### config.mk
export PLATFORM = sky130hd
export DESIGN_NAME = pipe_ctrl
export DESIGN_NICKNAME = d
export VERILOG_FILES = /design/src/rtl/pipe_ctrl.sv
export SDC_FILE = /design/constraint.sdc
export NUM_CORES = 1
export LEC_CHECK = 0
export CAP_MARGIN = 20
export CORE_UTILIZATION = 42
export DETAILED_ROUTE_END_ITERATION = 12
export PLACE_DENSITY = 0.79
export SLEW_MARGIN = 20
export SYNTH_ARGS = -nofsm -noshare
export SYNTH_HDL_FRONTEND = slang
export SYNTH_SLANG_ARGS = --single-unit
### constraint.sdc
create_clock -name clk -period 2.7 [get_ports clk]
set_input_delay 0.27 -clock clk [delete_from_list [all_inputs] [get_ports clk]]
set_output_delay 0.27 -clock clk [all_outputs]
set_load 0.05 [all_outputs]
### src/rtl/pipe_ctrl.sv
// -----------------------------------------------------------------------------
// pipe_ctrl
//
// Pipeline control unit for the five-stage core. It merges the decode hazard
// stall and the multi-cycle execute sequencer into one per-stage stall vector.
// It also raises a single-cycle flush with a redirect PC when MEM reports an
// exception.
//
// Multi-cycle EX operations (madd/msub, divide, ...) are tracked by a small
// FSM (IDLE -> BUSY -> DONE) and a down-counter. EX holds its instruction for
// exactly N cycles: it stalls for N-1 cycles, and the result is valid in the
// last (DONE) cycle.
//
// Ports:
//   clk               rising-edge clock
//   rst               synchronous active-high reset
//   stallreq_from_id  load-use hazard stall request from decode
//   ex_mc_start       EX holds a multi-cycle op (sampled only in IDLE)
//   ex_mc_cycles      total EX occupancy N of that op
//   flush_req         exception detected in MEM
//   new_pc_in         exception handler address
//   stall[5:0]        per-stage stall {WB,MEM,EX,ID,IF,PC} (combinational)
//   flush             clear all pipeline registers this cycle (combinational)
//   new_pc            redirect PC, 0 unless flush
//   ex_mc_busy        FSM in BUSY or DONE
//   ex_mc_done        last EX cycle of a multi-cycle op
//   ex_mc_count       remaining BUSY cycles (registered)
//   stall_cycles      saturating count of cycles with stall[0]=1
// -----------------------------------------------------------------------------
module pipe_ctrl #(
    parameter int CNT_W = 6
) (
    input  logic             clk,
    input  logic             rst,
    input  logic             stallreq_from_id,
    input  logic             ex_mc_start,
    input  logic [CNT_W-1:0] ex_mc_cycles,
    input  logic             flush_req,
    input  logic [31:0]      new_pc_in,
    output logic [5:0]       stall,
    output logic             flush,
    output logic [31:0]      new_pc,
    output logic             ex_mc_busy,
    output logic             ex_mc_done,
    output logic [CNT_W-1:0] ex_mc_count,
    output logic [31:0]      stall_cycles
);

    typedef enum logic [1:0] {
        IDLE = 2'd0,
        BUSY = 2'd1,
        DONE = 2'd2
    } state_t;

    // Stalling PC..EX leaves MEM running, so EX/MEM receives a bubble.
    localparam logic [5:0] STALL_EX   = 6'b001111;
    // Stalling PC..ID leaves EX running, so ID/EX receives a bubble.
    localparam logic [5:0] STALL_ID   = 6'b000111;
    localparam logic [5:0] STALL_NONE = 6'b000000;

    localparam logic [CNT_W-1:0] CNT_ONE = CNT_W'(1);
    localparam logic [CNT_W-1:0] CNT_TWO = CNT_W'(2);

    state_t           state_q, state_d;
    logic [CNT_W-1:0] cnt_q, cnt_d;
    logic             ex_stall;

    // -------------------------------------------------------------------------
    // Next-state logic
    // -------------------------------------------------------------------------
    always_comb begin
        // NOTE: every signal gets a default before the case, so no path can
        // leave one unassigned and infer a latch.
        state_d  = state_q;
        cnt_d    = cnt_q;
        ex_stall = 1'b0;

        unique case (state_q)
            IDLE: begin
                // N<=1 is a plain single-cycle op: nothing to track.
                if (ex_mc_start && !flush_req && ex_mc_cycles >= CNT_TWO) begin
                    ex_stall = 1'b1;
                    if (ex_mc_cycles == CNT_TWO) begin
                        state_d = DONE;
                        cnt_d   = '0;
                    end else begin
                        // The accept cycle and the DONE cycle are not counted.
                        state_d = BUSY;
                        cnt_d   = ex_mc_cycles - CNT_TWO;
                    end
                end
            end
            BUSY: begin
                ex_stall = 1'b1;
                if (cnt_q <= CNT_ONE) begin
                    state_d = DONE;
                    cnt_d   = '0;
                end else begin
                    cnt_d = cnt_q - CNT_ONE;
                end
            end
            DONE: begin
                state_d = IDLE;
            end
            default: begin
                state_d = IDLE;
                cnt_d   = '0;
            end
        endcase

        // An exception cancels any in-flight op at the next edge.
        if (flush_req) begin
            state_d = IDLE;
            cnt_d   = '0;
        end
    end

    // -------------------------------------------------------------------------
    // State and counters
    // -------------------------------------------------------------------------
    always_ff @(posedge clk) begin
        // NOTE: non-blocking assignments so every register samples the values
        // from before this edge, independent of statement order.
        if (rst) begin
            state_q      <= IDLE;
            cnt_q        <= '0;
            stall_cycles <= '0;
        end else begin
            state_q <= state_d;
            cnt_q   <= cnt_d;
            if (stall[0] && stall_cycles != 32'hFFFF_FFFF) begin
                stall_cycles <= stall_cycles + 32'd1;
            end
        end
    end

    // -------------------------------------------------------------------------
    // Outputs
    // -------------------------------------------------------------------------
    always_comb begin
        stall      = STALL_NONE;
        flush      = 1'b0;
        new_pc     = '0;
        ex_mc_busy = 1'b0;
        ex_mc_done = 1'b0;

        if (!rst) begin
            ex_mc_busy = (state_q == BUSY) || (state_q == DONE);
            ex_mc_done = (state_q == DONE);

            if (flush_req) begin
                flush  = 1'b1;
                new_pc = new_pc_in;
            end else if (ex_stall) begin
                stall = STALL_EX;
            end else if (stallreq_from_id) begin
                stall = STALL_ID;
            end
        end
    end

    assign ex_mc_count = cnt_q;

endmodule

==> results.txt <==
Crit path launch - state_q[0]
Setup TNS - 0 ns
CTS tree - built
Die height - 81.3 um
DR vias - 2918
H-tree depth - 2
Synth area leader - dfxtp_1
Slew Limit Fails - 0
Worst-Skew Late Latency - 0.29 ns
Power Internal - 1090 uW
Sw frac - 29.9%
Commonest non-fill, non-tap cell in the layout - clkdlybuf4s50_1
Switching pwr - 464 uW
Worst rel slew slack - 60.5%
Worst R2R Setup Slack - 0.25 ns
First-pass GRT wire length - 12900 um
Placed insts - 515
Status - finished, final reports clean
Clk root buf - clkbuf_8
Avg Inst Size Synth - 8.07 um^2
Post-CTS Setup Repair Bufs - 0
DPL Wire Length - 6670 um
PwrDens - 352 nW/um^2
Crit path cell chain - inv_1 -> ha_1 -> a211oi_1 -> a211oi_4 -> nand3_4 -> nor4b_1 -> mux2_2
Worst r2r src - state_q[0]
TritonCTS Buffers - 5
Starting density of the core - 44.1%
I/O pin total - 122
Final Hold Vio Count - 0
Max-cap violation count - 0
DR pass1 iterations - 4
Crit end category - flip-flop
Yosys warnings - 0
Remaining Overflow, GRT - 0
Yosys cell types - 57
VDD IR-drop max - 0.280 mV
Syn Inst Count - 327
Largest net degree at the start of global routing - 42
Synth area leaders - dfxtp_1 30%, and2_1 7.6%, a21oi_1 4.9%
Post-Route WL - 8430 um
DR vias/cell - 5.58
Worst min-delay path category - flip-flop to flip-flop
FP Rows - 28
Final min period - 2.45 ns
Number of gates resized after CTS - 0
Worst setup path end - stall_cycles[11]
Reg2Reg Depth - 7
Initial antenna violation count - 0
Sequential share of the synthesized area - 30.3%
CP max stage delay - 0.48 ns
CP Class - flip-flop to flip-flop
Post-layout net count - 497
Layout area overhead - 67.1%
Clock sinks - 40
Req. time, crit path - 2.89 ns
CP startpoint kind - flip-flop
CP max FO - 17
Top cell type's share of synthesized area - 30.3%
Die area - 6610 um^2
Skew final - 0.00795 ns
Maximum clock insertion buffer count - 2
Layout cells sized above 1 - 16.1%
Top FF cell, synth - dfxtp_1
CTS Hold Bufs - 0
Fmax - 408 MHz
Die width - 81.3 um
Clock power frac - 31.0%
Filler Cells Inserted - 451
Seq cells post-synth - 40
IO Port Bufs - 119
Slew @ Worst Pin - 0.586 ns
1st-iter DRT viols - 158
Critical path arrival - 2.64 ns
Combinational Power Share - 29.9%
Final period util - 90.7%
Sequential power share - 39.1%
# setup viols final - 0
Post-route ant nets - 0
Vias in the first global route - 2658
RR Endpoint - stall_cycles[11]
LEAKAGE - 0.00156 uW
Non-filler cells, final - 523
CP max-delay cell - a211oi_4
Post-synth EDFFs - 0
Clk pin slew, worst setup/hold paths - 0.08 ns
Commonest non-fill, non-tap cells in the layout - 80 x clkdlybuf4s50_1, 40 x dfxtp_1, 39 x buf_12
Share of synthesized registers carrying an async set or reset - 0%
Gpl congestion - 0.892
DRC - 0
ANT cells - 0
RSZ-0062 raised after global routing - no
Netlist Area Pre-Place - 2640 um^2
Avg WL per Cell - 16.1 um
All-Layer GR Usage - 25.4%
Core area - 5990 um^2
state kept, by name, indices dropped and copies added (netlist names):
name / cells
state_q: 2
ex_mc_count: 6
stall_cycles: 32
stage by stage:
stage	power (uW)	worst slack [ns]	util [%]	instance area, um^2	hold slack (ns)
after floorplan	862	0.0821	-	2640	0.484
after global placement	1080	0.250	71.8	4300	0.480
after detailed placement	1080	0.163	71.8	4300	0.494
after CTS	1560	0.237	73.6	4410	0.504
after global routing	1620	0.0544	73.6	4410	0.538
final	1550	0.251	73.6	4410	0.501
power by group through the flow:
stage               sequential (uW)  clock [uW]  combinational (uW)
global route                    609         520                 489
global placement                621           0                 458
CTS                             607         492                 465
detailed placement              621           0                 463
finish                          608         481                 464
floorplan                       642           0                 221
layer usage:
| layer | up-vias | share of wire (%) | track usage, % |
|---|---|---|---|
| met5 | - | 0 | 0 |
| met4 | 0 | 1.1 | 8.39 |
| met3 | 10 | 8.8 | 6.07 |
| met2 | 125 | 52 | 46.7 |
| met1 | 1357 | 38 | 28.3 |
| li1 | 1426 | - | - |
critical path, delay by kind of cell (launching register included):
kind,cells,cell delay [ns]
muxes,1,0.37
DFF,1,0.32
AOI/OAI and AO/OA,2,0.64
and+or+nand+nor,2,0.62
adders and majority gates,1,0.30
buffers and inverters,1,0.10
synthesized netlist by cell type, drive strengths merged (2+ instances only):
master / instances
dfxtp: 40
and2: 32
a21oi: 26
nor2: 22
nand2: 20
o21ai: 18
nor2b: 13
inv: 11
nand3: 11
or3: 11
buf: 9
nor3: 9
clkbuf: 8
mux2: 8
o31ai: 8
or4: 8
and4: 7
ha: 7
nand4: 7
a211oi: 5
nor4: 5
o22ai: 5
xnor2: 5
and3: 4
nor4b: 4
nand2b: 3
o41ai: 3
mux2i: 2
o211ai: 2
o311ai: 2
or2: 2
final cells by class:
cell class              count  area [um^2]  share of cell area (%)
multi-input cells         260         1710                    38.8
inverters                  11         41.3                   0.936
flip-flops and latches     40          801                    18.2
repair buffers            129         1660                    37.5
clock buffers               6         72.6                    1.64
well taps                  75         93.8                    2.13
clock inverters             2         35.0                   0.794
worst min-delay path by stage:
| stage | from | end | slack [ns] | cells after the start |
|---|---|---|---|---|
| 2_1_floorplan | state_q[1] | state_q[1] | 0.48 | 2 |
| 3_3_place_gp | stall_cycles[23] | stall_cycles[23] | 0.48 | 2 |
| 3_5_place_dp | stall_cycles[23] | stall_cycles[23] | 0.49 | 2 |
| 4_1_cts | stall_cycles[23] | stall_cycles[23] | 0.50 | 2 |
| 5_1_grt | ex_mc_count[5] | ex_mc_count[5] | 0.54 | 2 |
| 6_report | ex_mc_count[5] | ex_mc_count[5] | 0.50 | 2 |
kinds of logic after synthesis:
group | synth area share (%)
muxes | 4.17
buffers and inverters | 4.98
xor gates and xnor gates | 1.99
and+or+nand+nor | 36.9
DFF | 30.3
other | 0.142
AOI/OAI and AO/OA | 18.2
adders and majority gates | 3.32
Note: power is estimated with default switching activity, not from simulation.
